### src/rtl/fact_pkg.sv
// Shared definitions for the memory-mapped factorial accelerator:
// FSM encoding, register offsets and Status bit positions.
package fact_pkg;

    localparam logic [1:0] IDLE = 2'd0;
    localparam logic [1:0] LOAD = 2'd1;
    localparam logic [1:0] MULT = 2'd2;
    localparam logic [1:0] DONE = 2'd3;

    typedef enum logic [1:0] {
        S_IDLE = IDLE,
        S_LOAD = LOAD,
        S_MULT = MULT,
        S_DONE = DONE
    } fact_state_e;

    localparam logic [1:0] ADDR_N      = 2'd0;
    localparam logic [1:0] ADDR_GO     = 2'd1;
    localparam logic [1:0] ADDR_STATUS = 2'd2;
    localparam logic [1:0] ADDR_RESULT = 2'd3;

    localparam int STAT_DONE = 0;
    localparam int STAT_ERR  = 1;
    localparam int STAT_BUSY = 2;

endpackage

### src/rtl/fact_accel_ctrl_dp.sv
// Factorial datapath: running product, down-counter and result register,
// stepped one multiply per cycle by the control FSM.
module fact_dp #(
    parameter int N_WIDTH    = 4,
    parameter int DATA_WIDTH = 32
) (
    input  logic                  clk,
    input  logic                  rst,
    input  logic                  load_en,
    input  logic                  mult_en,
    input  logic                  res_en,
    input  logic                  res_clr,
    input  logic [N_WIDTH-1:0]    n,
    output logic                  cnt_gt1,
    output logic [DATA_WIDTH-1:0] result
);

    logic [DATA_WIDTH-1:0] prod_q, prod_d;
    logic [N_WIDTH-1:0]    cnt_q, cnt_d;
    logic [DATA_WIDTH-1:0] result_q, result_d;

    always_comb begin
        prod_d   = prod_q;
        cnt_d    = cnt_q;
        result_d = result_q;
        if (load_en) begin
            prod_d = DATA_WIDTH'(1);
            cnt_d  = n;
        end else if (mult_en) begin
            // Product is kept to DATA_WIDTH bits; overflow cannot occur for N <= MAX_N.
            prod_d = prod_q * {{(DATA_WIDTH-N_WIDTH){1'b0}}, cnt_q};
            cnt_d  = cnt_q - N_WIDTH'(1);
        end
        if (res_clr) begin
            result_d = '0;
        end else if (res_en) begin
            result_d = prod_q;
        end
    end

    always_ff @(posedge clk or negedge rst) begin
        if (!rst) begin
            prod_q   <= '0;
            cnt_q    <= '0;
            result_q <= '0;
        end else begin
            prod_q   <= prod_d;
            cnt_q    <= cnt_d;
            result_q <= result_d;
        end
    end

    assign cnt_gt1 = (cnt_q > N_WIDTH'(1));
    assign result  = result_q;

endmodule

### src/rtl/fact_accel_ctrl.sv
// Bus-facing factorial accelerator: N/Go/Status/Result registers, control FSM
// and read mux; the arithmetic lives in fact_dp.
module fact_accel_ctrl
    import fact_pkg::*;
#(
    parameter int N_WIDTH    = 4,
    parameter int DATA_WIDTH = 32,
    parameter int MAX_N      = 12
) (
    input  logic                  clk,
    input  logic                  rst,
    input  logic                  we,
    input  logic [1:0]            addr,
    input  logic [DATA_WIDTH-1:0] wd,
    output logic [DATA_WIDTH-1:0] rd,
    output logic                  busy,
    output logic                  done
);

    fact_state_e          state_q, state_d;
    logic [N_WIDTH-1:0]   n_q, n_d;
    logic                 go_q, go_d;
    logic                 done_q, done_d;
    logic                 err_q, err_d;
    logic                 load_en, mult_en, res_en, res_clr, cnt_gt1;
    logic                 busy_w;
    logic [DATA_WIDTH-1:0] result;
    logic                 unused_wd;

    assign busy_w    = (state_q == S_LOAD) || (state_q == S_MULT);
    assign unused_wd = ^wd[DATA_WIDTH-1:N_WIDTH];

    always_comb begin
        state_d = state_q;
        n_d     = n_q;
        go_d    = go_q;
        done_d  = done_q;
        err_d   = err_q;
        load_en = 1'b0;
        mult_en = 1'b0;
        res_en  = 1'b0;
        res_clr = 1'b0;

        // Bus writes are only accepted from IDLE or DONE.
        if (we && !busy_w) begin
            if (addr == ADDR_N) begin
                n_d = wd[N_WIDTH-1:0];
            end else if (addr == ADDR_GO) begin
                if (wd[0]) begin
                    go_d    = 1'b1;
                    done_d  = 1'b0;
                    err_d   = 1'b0;
                    state_d = S_LOAD;
                end else begin
                    go_d = 1'b0;
                end
            end
        end

        case (state_q)
            S_LOAD: begin
                if (n_q > N_WIDTH'(MAX_N)) begin
                    res_clr = 1'b1;
                    err_d   = 1'b1;
                    done_d  = 1'b1;
                    state_d = S_DONE;
                end else begin
                    load_en = 1'b1;
                    state_d = S_MULT;
                end
            end
            S_MULT: begin
                if (cnt_gt1) begin
                    mult_en = 1'b1;
                end else begin
                    res_en  = 1'b1;
                    done_d  = 1'b1;
                    go_d    = 1'b0;
                    state_d = S_DONE;
                end
            end
            default: ;
        endcase
    end

    always_ff @(posedge clk or negedge rst) begin
        if (!rst) begin
            state_q <= S_IDLE;
            n_q     <= '0;
            go_q    <= 1'b0;
            done_q  <= 1'b0;
            err_q   <= 1'b0;
        end else begin
            state_q <= state_d;
            n_q     <= n_d;
            go_q    <= go_d;
            done_q  <= done_d;
            err_q   <= err_d;
        end
    end

    fact_dp #(
        .N_WIDTH   (N_WIDTH),
        .DATA_WIDTH(DATA_WIDTH)
    ) u_dp (
        .clk    (clk),
        .rst    (rst),
        .load_en(load_en),
        .mult_en(mult_en),
        .res_en (res_en),
        .res_clr(res_clr),
        .n      (n_q),
        .cnt_gt1(cnt_gt1),
        .result (result)
    );

    always_comb begin
        rd = '0;
        case (addr)
            ADDR_N:      rd = {{(DATA_WIDTH-N_WIDTH){1'b0}}, n_q};
            ADDR_GO:     rd = {{(DATA_WIDTH-1){1'b0}}, go_q};
            ADDR_STATUS: begin
                rd[STAT_BUSY] = busy_w;
                rd[STAT_ERR]  = err_q;
                rd[STAT_DONE] = done_q;
            end
            default:     rd = result;
        endcase
    end

    assign busy = busy_w;
    assign done = done_q;

endmodule

### config.mk
export PLATFORM = sky130hd
export DESIGN_NAME = fact_accel_ctrl
export DESIGN_NICKNAME = d
export VERILOG_FILES = /design/src/rtl/fact_pkg.sv /design/src/rtl/fact_accel_ctrl_dp.sv /design/src/rtl/fact_accel_ctrl.sv
export SDC_FILE = /design/constraint.sdc
export NUM_CORES = 1
export LEC_CHECK = 0
export CAP_MARGIN = 20
export CORE_MARGIN = 3
export CORE_UTILIZATION = 35
export CTS_BUF_LIST = sky130_fd_sc_hd__clkbuf_16
export DETAILED_ROUTE_END_ITERATION = 10
export PLACE_DENSITY_LB_ADDON = 0.15
export SLEW_MARGIN = 20
export SYNTH_ARGS = -nofsm -noshare
export SYNTH_HDL_FRONTEND = slang
export SYNTH_SLANG_ARGS = --single-unit
### constraint.sdc
create_clock -name clk -period 9.18 [get_ports clk]
set_clock_uncertainty 0.05 [all_clocks]
set_input_delay 1.836 -clock clk [delete_from_list [all_inputs] [get_ports clk]]
set_output_delay 1.836 -clock clk [all_outputs]
set_load 0.005 [all_outputs]
# --- After elaboration in Yosys (flattened, before gate mapping) ---
# Index checks and enable logic that the tools add are counted.
classes:
  addsub: 1
  mul: 1
  n_lt_le_gt_ge: 2
  eq_ne: 4
  muxes: 42
  reduce_logical: 8
ops:
  columns: ["op", "n"]
  rows:
  - ["2-to-1 mux 32 bit", 4]
  - ["one-hot mux 29 bit (2 select lines)", 1]
  - ["multiplier 32 x 4 -> 32 bit", 1]
  - ["2-to-1 mux 1 bit", 27]
  - ["2-to-1 mux 2 bit", 5]
  - ["one-hot mux 3 bit (3 select lines)", 1]
  - ["2-to-1 mux 4 bit", 2]
  - ["equality test 2 x 1 -> 1 bit, second input constant", 2]
  - ["equality test 2 bit, second input constant", 2]
  - ["> comparator 4 x 1 -> 1 bit, second input constant", 1]
  - ["> comparator 4 bit, second input constant", 1]
  - ["one-hot mux 2 bit (2 select lines)", 1]
  - ["nonzero test 2 bit", 2]
  - ["subtractor 4 x 1 -> 4 bit, second input constant", 1]
  - ["zero test 2 bit", 1]
  - ["one-hot mux 1 bit (2 select lines)", 1]
  - ["AND reduction 2 bit", 1]
  - ["OR reduction 2 bit", 1]
  - ["logical AND 1 bit", 1]
  - ["zero test 1 bit", 1]
  - ["logical OR 1 bit", 1]
word_totals:
  ff_bits: 77
  in_bits: 37
  output_inout_bits: 34

# --- Logic depth before layout (Yosys ltp) ---
# Gate-level depths: netlist (run 1).
depth:
  ltp_word: 7
  depth_mapped: 17

# --- Modules after synthesis ---
# A second synthesis (run 1) with hierarchy kept.
unflattened:
  hier_cells: 868
  hier_area_um2: 7457.2
modules_own_cells:
  columns: ["module", "instances", "cells_each", "area_per_inst_um2"]
  rows:
  - ["fact_dp", 1, 784, 6705.2]
  - ["fact_accel_ctrl", 1, 84, 752.0]

# --- Least setup slack after synthesis (run 1) ---
# No wires, ideal clock.
synth_path:
  kind: "in2out"
  start: "input addr[1]"
  end: "output rd[2]"
  arrival_time_ps: 2540
  slack_ps: 4754
  cell_stages: 4
  path_buffers: 2
  cell_sequence: "clkbuf_1 clkbuf_1 o21ai_0 o2bb2ai_1"
synth_between:
  elab_chain_len: 2
synth_lines:
  columns: ["element", "line", "source"]
  rows:
  - ["start: declaration", "fact_accel_ctrl.sv:13", "input logic [1:0] addr,"]
  - ["equality test 2 bit (tied with other cells)", "fact_accel_ctrl.sv:119", "case (addr)"]
  - ["one-hot mux 3 bit (3 select lines) (*)", "fact_accel_ctrl.sv:119", null]
  - ["end: declaration", "fact_accel_ctrl.sv:15", "output logic [DATA_WIDTH-1:0] rd,"]
# Mark *: on every way between the ends. The rest lies on a longest branch, timed or not.

# --- Worst setup path in the final report (run 1) ---
layout_path:
  start: "input addr[0]"
  end: "output rd[0]"
# The elaborated chain is that of the path after synthesis.

==> results of run 1 <==
-- Yosys cell counts (2+ instances only) --
cell	n	share of area
xor2_1	6	0.0071
o2bb2ai_1	3	0.0035
o21ai_0	31	0.021
nand4_1	8	0.0067
nand3_1	7	0.0047
fa_1	57	0.15
a31oi_1	3	0.0025
a21boi_0	4	0.0040
ha_1	36	0.061
o211a_1	2	0.0027
a22o_1	10	0.012
a32oi_1	2	0.0024
nand3b_1	3	0.0030
or3_1	6	0.0050
a41oi_1	2	0.0024
a21oi_1	70	0.047
nor2_1	30	0.015
nor4_1	3	0.0025
a21o_1	17	0.017
inv_1	118	0.060
o211ai_1	5	0.0050
mux2_2	4	0.0061
o21bai_1	4	0.0040
a2111oi_0	2	0.0024
dfrtp_1	77	0.26
nand2_1	146	0.074
buf_1	3	0.0015
nor3_1	6	0.0040
a211oi_1	12	0.012
xnor2_1	20	0.024
o21a_1	6	0.0061
nand2b_1	4	0.0034
clkbuf_1	46	0.023
buf_2	4	0.0027
and2_1	94	0.079
o2111ai_1	2	0.0024
and3_1	33	0.028
-- worst max-delay path, cell delays in order --
cell	delay, ns
clkdlybuf4s50_1	1.02
mux4_2	0.59
clkdlybuf4s50_1	0.45
-- how the worst max path moves through the flow --
| stage | endpoint | cells after the start | slack (ns) |
|---|---|---|---|
| floorplan | rd[2] | 4 | 4.75 |
| global placement | rd[0] | 3 | 3.39 |
| detailed placement | rd[0] | 3 | 3.36 |
| CTS | rd[0] | 3 | 3.37 |
| global route | rd[0] | 3 | 3.25 |
| finish | rd[0] | 3 | 3.39 |
-- through the flow --
step	worst slack [ns]	cells	cell area (um2)
floorplan	4.754	908	7440
global placement	3.393	1177	8071
detailed placement	3.364	1177	8071
CTS	3.374	1193	8371
global route	3.246	1194	8386
finish	3.394	1194	8386
-- metal layers --
layer  vias up  routed length, um
met3        15                662
met2        93               8655
li1       2998                  -
met1      2923               9974
met4         0                239
met5         -                  0
-- logic make-up (layout without fill, tap and decap cells) --
kind of cell             after synthesis  in the layout  share of synthesized area
AO/OA/AOI/OAI                        189            189                     0.1673
flip-flops                            77             77                     0.2590
multiplexers                           6              6                    0.01043
XOR/XNOR                              26             26                    0.03061
AND/OR/NAND/NOR                      346            346                     0.2318
buffers and inverters                171            187                    0.08695
adder cells (fa/ha/maj)               93             93                     0.2139
-- layout make-up --
class	count	area (um2)	area share
clock buffer	9	225.2	0.02686
timing repair buffer	53	508.0	0.06058
tap	270	337.8	0.04029
clock inverter	7	73.82	0.008803
inverter	118	442.9	0.05282
sequential	77	1927	0.2298
multi-input combinational	660	4871	0.5809
-- registers in the layout, indices dropped and copies added, names as in the netlist, named ones only --
signal	count
err_q	1
u_dp.result	32
u_dp.cnt_q	4
n_q	4
done	1
u_dp.prod_q	32
state_q	1
go_q	1
==> flow_metrics.env, run 1 <==
export IMPL_status="complete, no violations"
export IMPL_cts_tree="yes"
export IMPL_final_util=0.4079
export IMPL_io_pins=71
export IMPL_num_antenna_cells=0
export IMPL_drt_vias_per_instance=5.049
export IMPL_rsz0062_at_grt="false"
export IMPL_grt_max_degree=66
export IMPL_min_period_ns=5.786
export IMPL_grt_pass1_vias=5898
export IMPL_ys_warn_count=0
export IMPL_layout_nets=1049
export IMPL_grt_util_met2=0.2796
export IMPL_async_reset_ff_frac=1.000
export IMPL_routedWlPerCell_um=16.36
export IMPL_clk_latency_ns=0.35
export IMPL_fin_crit_sh=0.6303
export IMPL_globalRouteOverflowTotal=0
export IMPL_r2r_cells=14
export IMPL_r2r_slack_ns=4.82
export IMPL_cts_sinks=77
export IMPL_max_freq_mhz=172.8
export IMPL_row_count=52
export IMPL_grt_pass1_wl_mm=32.58
export IMPL_ctsHoldBuffers=0
export IMPL_avgSynthCellArea_um2=8.193
export IMPL_cts_htree_levels=3
export IMPL_use_met3=0.02320
export IMPL_core_area_mm2=0.02056
export IMPL_routabilityCongestion=0.8268
export IMPL_r2r_start="u_dp.cnt_q[3]"
export IMPL_ant_nets=0
export IMPL_max_slew_margin=0.4151
export IMPL_drt_pass1_iter_count=4
export IMPL_io_buffers=42
export IMPL_endpoint_kind="output pin"
export IMPL_synthCells=908
export IMPL_initial_core_util=0.3619
export IMPL_synth_seq_area_share=0.2590
export IMPL_start_kind="primary input"
export IMPL_final_common_cell="nand2_1"
export IMPL_area_delta_synth_final_pct=12.71
export IMPL_fin_hold_ws_ns=0.4312
export IMPL_final_hold_violation_count=0
export IMPL_gr_usage_all_layers=0.1803
export IMPL_tightest_slew_ns=0.8773
export IMPL_nFillCells=2166
export IMPL_critical_path_class="primary input to output pin"
export IMPL_cts_root_buffer="clkbuf_16"
export IMPL_startpoint="addr[0]"
export IMPL_drc=0
export IMPL_hp_start="err_q"
export IMPL_synth_edff_count=0
export IMPL_grt_busiest_layer="met2"
export IMPL_dieWidth_um=151.8
export IMPL_drt_iter0_drc=273
export IMPL_hold_end="err_q"
export IMPL_layout_drive_gt1_share=0.04329
export IMPL_post_cts_buffers=0
export IMPL_crit_required_ns=7.29
export IMPL_layout_common_cells="nand2_1 (146), inv_1 (118), and2_1 (94), dfrtp_1 (77), a21oi_1 (70)"
export IMPL_setup_viol=0
export IMPL_synthFlopType="dfrtp_1"
export IMPL_min_path_cells=1
export IMPL_cts_resized_gates=0
export IMPL_clkTransAtPathRegs_ns=0.07
export IMPL_antenna_found_initial=0
export IMPL_finalMaxSlewViolations=0
export IMPL_dieArea_mm2=0.02304
export IMPL_dpl_hpwl_mm=14.36
export IMPL_vias=6029
export IMPL_hp_class="flop to flop"
export IMPL_die_height_um=151.8
export IMPL_reg2reg_to="u_dp.prod_q[17]"
export IMPL_cts_buffers=9
export IMPL_synth_cell_type_count=59
export IMPL_arrival_ns=3.90
export IMPL_clockBufferDepth=2
export IMPL_tns_ns=0
export IMPL_wirelength_mm=19.53
export IMPL_met1_usage=0.2684
export IMPL_synth_nets=1038
export IMPL_ys_ff_latch=77
export IMPL_synth_area_mm2=0.007440
export IMPL_crit_path_max_fanout=34
export IMPL_max_cap_violations=0
Power of run 1 is left out: the tool's default activity adds up to more than one toggle a clock period on the data nets, which glitch-free logic cannot reach.
==> run 2: changes to the inputs <==
Clock period 9.18 ns to 5.8 ns, I/O delays scaled along.
==> run 2 against run 1 <==
First-iteration DRC count rose by 9.2%. Die area did not move. Critical path depth rose by 11. Routed wire length rose by 0.48%. Worst setup slack got worse by 2.2 ns. Cell count did not move. Largest cell class unchanged. Non-clock buffer count did not move. Register-to-register slack got worse by 3.7 ns. Critical path type is now flop to flop. Count of clock-buffer cells in the layout did not move. Via count rose by 0.71%. Core utilization barely moved.
==> flow_metrics.env, run 2 (synthesis gave the netlist of run 1 again) <==
export IMPL_grt_pass1_wl_mm=33.35
export IMPL_layout_nets=1049
export IMPL_setup_ws_ns=1.161
export IMPL_max_freq_mhz=215.6
export IMPL_worst_path_max_delay_cell="dfrtp_1"
export IMPL_routabilityCongestion=0.8083
export IMPL_hp_class="flop to flop"
export IMPL_grt_pass1_vias=6110
export IMPL_max_cap_violations=0
export IMPL_initial_core_util=0.3619
export IMPL_min_period_ns=4.639
export IMPL_dpl_hpwl_mm=14.61
export IMPL_drc=0
export IMPL_path_cells="buf_4 > and2_1 > fa_1 > inv_1 > fa_1 > inv_1 > ha_1 > a21oi_1 > o21ai_0 > or3_1 > o21ai_1 > o21ai_0 > xor2_1 > a22o_1"
export IMPL_globalRouteOverflowTotal=0
export IMPL_cts_buffers=9
export IMPL_ant_nets=0
export IMPL_wirelength_mm=19.63
export IMPL_io_pins=71
export IMPL_tns_ns=0
export IMPL_layout_common_cells="nand2_1 (145), inv_1 (118), and2_1 (94), dfrtp_1 (77), a21oi_1 (70)"
export IMPL_cts_tree="yes"
export IMPL_max_slew_margin=0.3893
export IMPL_die_height_um=151.8
export IMPL_min_path_cells=1
export IMPL_cts_root_buffer="clkbuf_16"
export IMPL_clk_latency_ns=0.35
export IMPL_layout_drive_gt1_share=0.04545
export IMPL_antenna_found_initial=0
export IMPL_drt_vias_per_instance=5.085
export IMPL_r2r_cells=14
export IMPL_num_antenna_cells=0
export IMPL_vias=6072
export IMPL_crit_required_ns=5.98
export IMPL_cts_sinks=77
export IMPL_start_kind="flop"
export IMPL_gr_usage_all_layers=0.1825
export IMPL_ctsHoldBuffers=0
export IMPL_crit_path_max_fanout=19
export IMPL_arrival_ns=4.82
export IMPL_drt_iter0_drc=298
export IMPL_routedWlPerCell_um=16.44
export IMPL_post_cts_buffers=0
export IMPL_hold_end="err_q"
export IMPL_area_delta_synth_final_pct=12.85
export IMPL_io_buffers=42
export IMPL_row_count=52
export IMPL_r2r_slack_ns=1.16
export IMPL_grt_max_degree=60
export IMPL_dieArea_mm2=0.02304
export IMPL_core_area_mm2=0.02056
export IMPL_finalMaxSlewViolations=0
export IMPL_tightest_slew_ns=0.9132
export IMPL_setup_viol=0
export IMPL_critical_path_class="flop to flop"
export IMPL_cts_htree_levels=3
export IMPL_final_common_cell="nand2_1"
export IMPL_rsz0062_at_grt="false"
export IMPL_r2r_start="u_dp.cnt_q[2]"
export IMPL_clockBufferDepth=2
export IMPL_status="complete, no violations"
export IMPL_dieWidth_um=151.8
export IMPL_slowest_delay_ns=0.64
export IMPL_endpoint_kind="flop"
export IMPL_final_hold_violation_count=0
export IMPL_clkTransAtPathRegs_ns=0.07
export IMPL_cts_resized_gates=0
export IMPL_fin_crit_sh=0.7998
export IMPL_reg2reg_to="u_dp.prod_q[17]"
export IMPL_drt_pass1_iter_count=4
export IMPL_hp_start="err_q"
export IMPL_place_ws_ns=1.185
[run 2: changes by cell type in the layout (fill, tap and decap cells not counted)]
cell        change
inv_8           +3
clkinvlp_4      -2
buf_4           +1
buf_8           -1
clkinv_1        -1
clkinv_4        -1
inv_6           +1
nand2_1         -1
nand2_2         +1
[run 2: how the worst max path moves through the flow]
stage | endpoint | startpoint | cells past startpoint
detailed placement | u_dp.prod_q[17] | u_dp.cnt_q[2] | 14
global placement | u_dp.prod_q[29] | u_dp.cnt_q[3] | 14
finish | u_dp.prod_q[17] | u_dp.cnt_q[2] | 14
CTS | u_dp.prod_q[17] | u_dp.cnt_q[2] | 14
global route | u_dp.prod_q[26] | u_dp.cnt_q[1] | 12
floorplan | u_dp.prod_q[17] | u_dp.cnt_q[3] | 16
[run 2: critical path: cells and delay by family, from the launching register on]
kind,cells,cell delay (ns)
flops,1,0.64
xor+xnor,1,0.20
compound gates,5,1.21
simple gates,2,0.56
fa+ha+maj,3,1.41
buf+inv,3,0.41
[run 2: per-stage QoR]
stage | hold WS [ns] | util | cell area (um2) | std cells
detailed placement | 0.4194 | 0.3930 | 8079 | 1178
global placement | 0.4100 | 0.3930 | 8079 | 1178
finish | 0.4379 | 0.4084 | 8396 | 1194
floorplan | 0.3995 | - | 7440 | 908
global route | 0.4567 | 0.4084 | 8396 | 1194
CTS | 0.4360 | 0.4082 | 8393 | 1194
[run 2: final cells by class]
| cell class | instances | area [um2] |
|---|---|---|
| timing repair buffer | 53 | 500.5 |
| tap | 270 | 337.8 |
| fill | 2173 | 12160 |
| sequential | 77 | 1927 |
| clock buffer | 9 | 225.2 |
| inverter | 118 | 442.9 |
| clock inverter | 7 | 88.84 |
| multi-input combinational | 660 | 4873 |
[run 2: routing by layer]
metal / track usage / share of wire / vias up
met5: 0 / 0 / -
met4: 0.03908 / 0.011 / 0
li1: - / - / 2997
met2: 0.2838 / 0.44 / 102
met1: 0.2747 / 0.51 / 2962
met3: 0.01993 / 0.030 / 11
Power of run 2 is left out for the same reason.
